===== config.mk =====
export PLATFORM = sky130hd
export DESIGN_NAME = pulse_stretch
export DESIGN_NICKNAME = d
export VERILOG_FILES = /design/src/rtl/pulse_stretch_pkg.sv /design/src/rtl/pulse_stretch_cycle_timer.sv /design/src/rtl/pulse_stretch.sv
export SDC_FILE = /design/constraint.sdc
export NUM_CORES = 1
export LEC_CHECK = 0
export CORE_UTILIZATION = 35
export DETAILED_ROUTE_END_ITERATION = 6
export GPL_TIMING_DRIVEN = 0
export HOLD_SLACK_MARGIN = 0.03
export PLACE_DENSITY = 0.59
export SLEW_MARGIN = 20
export SYNTH_ARGS = -nofsm -noshare
export SYNTH_HDL_FRONTEND = slang
export SYNTH_SLANG_ARGS = --single-unit

===== constraint.sdc =====
create_clock -name clk -period 2 [get_ports clk]
set_clock_uncertainty 0.05 [all_clocks]
set_input_delay 0.5 -clock clk [delete_from_list [all_inputs] [get_ports clk]]
set_output_delay 0.5 -clock clk [all_outputs]
set_load 0.01 [all_outputs]

===== src/rtl/pulse_stretch_pkg.sv =====
// Shared types and helpers for the pulse stretcher.
// Exports: state_e (IDLE/HIGH/LOW encoding), timer_width() for sizing the
// phase timer from the high/low durations.
package pulse_stretch_pkg;

  typedef enum logic [1:0] {
    ST_IDLE = 2'd0,
    ST_HIGH = 2'd1,
    ST_LOW  = 2'd2
  } state_e;

  // Bits needed to hold max(high, low) - 1; never less than one bit so a
  // 1-cycle/1-cycle configuration still gets a legal vector.
  function automatic int timer_width(input int high_cycles, input int low_cycles);
    int m;
    m = (high_cycles > low_cycles) ? high_cycles : low_cycles;
    return (m < 2) ? 1 : $clog2(m);
  endfunction

endpackage


===== src/rtl/pulse_stretch_cycle_timer.sv =====
// Loadable down-counter that parks at zero; zero_o flags the last cycle of
// a phase. Ports: clk_i, rst_i (async, active-high), load_i/load_val_i
// (load wins over decrement), zero_o (count == 0).
module cycle_timer #(
  parameter int W = 2
) (
  input  logic         clk_i,
  input  logic         rst_i,
  input  logic         load_i,
  input  logic [W-1:0] load_val_i,
  output logic         zero_o
);

  logic [W-1:0] cnt_q, cnt_d;

  always_comb begin
    cnt_d = cnt_q;
    if (load_i) begin
      cnt_d = load_val_i;
    end else if (cnt_q != '0) begin
      cnt_d = cnt_q - W'(1);
    end
  end

  always_ff @(posedge clk_i or posedge rst_i) begin
    if (rst_i) begin
      cnt_q <= '0;
    end else begin
      cnt_q <= cnt_d;
    end
  end

  assign zero_o = (cnt_q == '0);

endmodule


===== src/rtl/pulse_stretch.sv =====
// Stretches single-cycle events into HIGH_CYCLES-wide pulses separated by at
// least LOW_CYCLES low cycles, queueing up to PEND_MAX extra events.
// Ports: clk, reset (async, active-high), in (event strobe), out (registered
// pulse), busy (state != IDLE), pending (queued events), overflow (sticky drop).
module pulse_stretch
  import pulse_stretch_pkg::*;
#(
  parameter int HIGH_CYCLES = 4,
  parameter int LOW_CYCLES  = 2,
  parameter int PEND_MAX    = 3
) (
  input  logic                            clk,
  input  logic                            reset,
  input  logic                            in,
  output logic                            out,
  output logic                            busy,
  output logic [$clog2(PEND_MAX+1)-1:0]   pending,
  output logic                            overflow
);

  localparam int TW = timer_width(HIGH_CYCLES, LOW_CYCLES);
  localparam int PW = $clog2(PEND_MAX + 1);

  localparam logic [TW-1:0] HIGH_LOAD = TW'(HIGH_CYCLES - 1);
  localparam logic [TW-1:0] LOW_LOAD  = TW'(LOW_CYCLES - 1);
  localparam logic [PW-1:0] PEND_FULL = PW'(PEND_MAX);

  state_e        state_q, state_d;
  logic          out_q, out_d;
  logic [PW-1:0] pending_q, pending_d;
  logic          overflow_q, overflow_d;

  logic          tmr_load;
  logic [TW-1:0] tmr_val;
  logic          tmr_zero;

  // One extra bit so pending + in cannot wrap when the queue is full.
  logic [PW:0]   net;

  cycle_timer #(.W(TW)) u_timer (
    .clk_i      (clk),
    .rst_i      (reset),
    .load_i     (tmr_load),
    .load_val_i (tmr_val),
    .zero_o     (tmr_zero)
  );

  assign net = {1'b0, pending_q} + (PW+1)'(in);

  always_comb begin
    state_d    = state_q;
    out_d      = 1'b0;
    pending_d  = pending_q;
    overflow_d = overflow_q;
    tmr_load   = 1'b0;
    tmr_val    = '0;

    unique case (state_q)
      ST_IDLE: begin
        if (in) begin
          state_d  = ST_HIGH;
          out_d    = 1'b1;
          tmr_load = 1'b1;
          tmr_val  = HIGH_LOAD;
        end
      end

      ST_HIGH: begin
        out_d = 1'b1;
        if (in) begin
          if (pending_q != PEND_FULL) pending_d = pending_q + PW'(1);
          else                        overflow_d = 1'b1;
        end
        if (tmr_zero) begin
          state_d  = ST_LOW;
          out_d    = 1'b0;
          tmr_load = 1'b1;
          tmr_val  = LOW_LOAD;
        end
      end

      ST_LOW: begin
        if (tmr_zero) begin
          // Last gap cycle: an event arriving now is consumed directly, so
          // it starts the next pulse without ever occupying a queue slot.
          if (net != '0) begin
            state_d   = ST_HIGH;
            out_d     = 1'b1;
            pending_d = PW'(net - (PW+1)'(1));
            tmr_load  = 1'b1;
            tmr_val   = HIGH_LOAD;
          end else begin
            state_d = ST_IDLE;
          end
        end else if (in) begin
          if (pending_q != PEND_FULL) pending_d = pending_q + PW'(1);
          else                        overflow_d = 1'b1;
        end
      end

      default: begin
        state_d = ST_IDLE;
      end
    endcase
  end

  always_ff @(posedge clk or posedge reset) begin
    if (reset) begin
      state_q    <= ST_IDLE;
      out_q      <= 1'b0;
      pending_q  <= '0;
      overflow_q <= 1'b0;
    end else begin
      state_q    <= state_d;
      out_q      <= out_d;
      pending_q  <= pending_d;
      overflow_q <= overflow_d;
    end
  end

  assign out      = out_q;
  assign busy     = (state_q != ST_IDLE);
  assign pending  = pending_q;
  assign overflow = overflow_q;

endmodule

After elaboration in Yosys (flattened, before gate mapping)
Cells that the tools add are included.

Logic and storage cells: 55. Output and inout bits: 5. Bits in latches: 0. Bits in writable memories: 0. Register bits after elaboration: 8. Memory bits (read-only): 0. Input bits: 3. Memories kept: 0.

Equality and inequality tests: 8. Reductions and logical operators: 10. Div/mod/pow operators: 0. Shift operators: 0. Multipliers: 0. Bitwise operators: 0. Muxes and demuxes: 28. Add/sub/neg operators: 4. $lt $le $gt $ge: 0.

Operators with widths (number): 2-bit two-way mux (12); 2-bit case mux with 3 select lines (2); 1-bit two-way mux (10); 2-bit inequality test (second input constant) (5); 2-bit nonzero test (4); 1-bit case mux with 3 select lines (2); 2-bit logical NOT (2); 2-bit case mux with 2 select lines (1); 2-bit AND reduction (2); 2-bit by 1-bit subtractor with 2-bit output (second input constant) (2); 2-bit by 1-bit adder with 3-bit output (1); 3-bit inequality test (second input constant) (1); 3-bit AND reduction (1); 3-bit nonzero test (1); 2-bit by 1-bit adder with 2-bit output (second input constant) (1); 2-bit by 1-bit equality test with 1-bit output (second input constant) (1); 2-bit equality test (second input constant) (1); 1-bit case mux with 2 select lines (1).

Longest topological paths before layout
Depth after elaboration: 6. Gate-level depth with buffers: 7. Gate-level depth less buffers: 7.

By module
Synthesis repeated with hierarchy kept, for this count alone.

Cell total of the unflattened synthesis: 59. Area total of the unflattened synthesis: 603.1 um2.

By module, submodules not included: pulse_stretch (area an instance 475.5 um2, cells each 46, instances 1, seq. area each 150.1 um2); cycle_timer (area an instance 127.6 um2, cells each 13, instances 1, seq. area each 50.0 um2).

Worst setup path before layout
OpenSTA, ideal clock, no wires.

Path type: input port to flip-flop. Start: input port in. End: register u_timer.cnt_q[0]. Required time: 1.812 ns. Buffers on the path: 0. Setup time: 0.138 ns. Setup slack: 0.253 ns. Arrival: 1.559 ns. Stages on the path: 7. Cells stage by stage: ha_1 ha_1 inv_1 ha_1 nand2b_1 a22oi_1 o221ai_1.

Word-level cells in the longest chain between the ends: 6. Elaborated cells between the ends (all ways): 12. Those cells by class: add/sub: 1; mux: 9; reduce/logical: 2.

RTL lines: from (decl) (RTL line pulse_stretch.sv:14) `input logic in,`; 2-bit by 1-bit adder with 3-bit output (RTL line pulse_stretch.sv:48) `assign net = {1'b0, pending_q} + (PW+1)'(in);`; 3-bit nonzero test (RTL line pulse_stretch.sv:86) `if (net != '0) begin`; 2-bit two-way mux or 1-bit two-way mux (tied branches) (RTL line pulse_stretch.sv:86); 2-bit two-way mux or 1-bit two-way mux (tied branches) (RTL line pulse_stretch.sv:83) `if (tmr_zero) begin`; 2-bit case mux with 3 select lines or 1-bit case mux with 3 select lines (tied branches) (RTL line pulse_stretch.sv:58) `unique case (state_q)`; 2-bit two-way mux or 2-bit nonzero test (tied branches); to (signal assigned) (RTL line pulse_stretch_cycle_timer.sv:29) `cnt_q <= cnt_d;`; to (decl) (RTL line pulse_stretch_cycle_timer.sv:14) `logic [W-1:0] cnt_q, cnt_d;`.

Parallel ways exist; a longest one is shown, timed or not. A chain may end at the register's enable or synchronous reset.

Final worst setup path
Ends and elaborated chain as after synthesis.

==> metrics.cfg <==
[run_status]
status = finished, final reports clean

[finish]
fin_area_um2 = 688
drive_gt1_frac = 0.147
fill_cells = 120
diodes = 0
multiInputGateArea_um2 = 315
seqCellArea_um2 = 200
utilization = 0.498
syn_to_final_growth_pct = 24.7
final_cell_count_no_fill = 83
nets = 82

[route]
num_vias = 442
viasPerCell = 5.33
first_pass_iters = 4
drcViolationCount = 0
wirelength_mm = 1.10
drt_iter0_markers = 13
final_antenna_net_count = 0
avgRoutedWirePerCell_um = 13.2

[setup_path]
critPathLaunchType = primary input
endpoint_kind = register
criticalPathCategory = primary input to register
crit_fanout = 5
cp_data_arrival_time_ps = 1950
crit_required_ps = 2080

[sta]
setup_violations = 0
hold-worst-slack_ps = 433
setup_slack_ps = 128
fmaxAchievable_ghz = 0.534
period_needed_ps = 1870
worst_pin_slew_ps = 347
rsz0062_at_grt = no
slew_violations = 0
slew_headroom = 0.769
final.period_utilization = 0.936
hold_violations = 0
tns_ps = 0

[power]
leakage_nw = 0.338
max-vdd-ir-drop_mv = 0.554
power.density_mw_per_mm2 = 1510
p_total_mw = 1.04

[placed_design]
placedInstanceArea_um2 = 641
place_ws_ps = -482
dp.cells = 78
hpwl_um = 763
gp_congestion = 0.741
io_buffers = 7

[die]
fp.coreArea_mm2 = 0.00138
start_util = 0.399
die_area_mm2 = 0.00174
fp.dieW_um = 41.7
die_h_um = 41.7
std_cell_rows = 13
io-pin-count = 8

[global_routing]
grt_max_degree = 9
overflow = 0
grt_antenna_before_repair = 0
grt_pass1_wl_mm = 1.83
grt_pass1_vias = 442
grt_util_all_layers = 0.139

[synth]
ys_seq_area_frac = 0.363
syn_area_um2 = 552
yosys_warnings = 0
syn_area_per_cell_um2 = 9.85
synth_ff_type = dfrtp_1
synth_cell_types = 24
synth_edf_count = 0
ys_seq_elements = 8
async_flop_share = 1.00
synthCells = 56
synth_fp_nets = 68

[clocking]
clockBufferDepth = 2
cts.clk_slew.worst_paths_ps = 60
cts-root-buf = clkbuf_4
cts_num_sinks = 8
cts_tree = built
clk_latency_ps = 260
numCtsBuffers = 3
ctsHtreeMaxLevel = 1

[job]
drv_cap = 0

[min_path]
min_path_type = register to register

## flip-flops by register name, indices dropped and copies added, names as in the netlist
signal and cells:
pending 2, state_q 2, u_timer.cnt_q 2, out 1, overflow 1
## timing repair
action / 4_1_cts / 5_1_grt
pin swaps: 1 / 1
buffers inserted: 2 / 0
setup endpoints to repair: 7 / 2
hold buffers: 0 / 0
resized for setup: 3 / 1
## metal layers
metal	up-vias	track usage	share of wire
li1	224	-	-
met1	207	0.180	0.49
met2	7	0.216	0.45
met3	4	0.0391	0.030
met4	0	0.0581	0.022
met5	-	0	0
## kinds of logic after synthesis
family | count (synthesis) | synth area share
multiplexers | 3 | 0.0567
buffers and inverters | 11 | 0.0884
flip-flops | 8 | 0.363
AO/OA/AOI/OAI | 13 | 0.166
AND/OR/NAND/NOR | 12 | 0.122
adder cells (fa/ha/maj) | 9 | 0.204
## placed cells by master, fill, tap and decap left out, types with 2 or more instances in the layout
cell,n
nand2_1,2
o221ai_1,2
clkdlybuf4s50_1,5
mux2i_1,2
dfrtp_1,8
nor2_1,2
a21oi_1,3
or3_1,2
clkbuf_4,3
inv_1,10
ha_1,9
buf_4,2
dlygate4sd2_1,2
## Yosys cell counts, types with 2 or more instances
| master | number | share of area |
|---|---|---|
| ha_1 | 9 | 0.20 |
| nand2b_1 | 2 | 0.023 |
| inv_1 | 10 | 0.068 |
| mux2i_1 | 2 | 0.036 |
| nor2_1 | 2 | 0.014 |
| or3_1 | 2 | 0.023 |
| a21oi_1 | 3 | 0.027 |
| o221ai_1 | 2 | 0.032 |
| dfrtp_1 | 8 | 0.36 |
| nand2_1 | 2 | 0.014 |
## final cells by class
cell class | count | area share
Tap cell | 15 | 0.0273
Multi-Input combinational cell | 37 | 0.458
Clock buffer | 3 | 0.0327
Timing Repair Buffer | 9 | 0.120
Inverter | 10 | 0.0545
Buffer | 1 | 0.0164
Sequential cell | 8 | 0.291
## worst max-delay path, stage by stage
cell and delay (ps):
dlygate4sd2_1 300, ha_1 230, ha_1 270, inv_1 60, ha_1 180, nand2b_4 80
a22oi_2 200, o221ai_1 140
## final timing paths
path | slack [ps] | cells after the start | start | to
setup / recovery | 130 | 8 | in | u_timer.cnt_q[0]
hold / removal | 430 | 1 | overflow | overflow
setup reg to reg | 250 | 7 | pending[0] | u_timer.cnt_q[0]
hold reg to reg | 430 | 1 | overflow | overflow
max in group asynchronous | 1200 | 2 | reset | state_q[0]
min in group asynchronous | 450 | 2 | reset | overflow
## power breakdown
group	total (mW)	internal, mW	switching, mW
registers	0.282	0.233	0.0492
clock network	0.134	0.0694	0.0651
logic	0.623	0.311	0.311
Note: power is estimated with default switching activity, not from simulation.
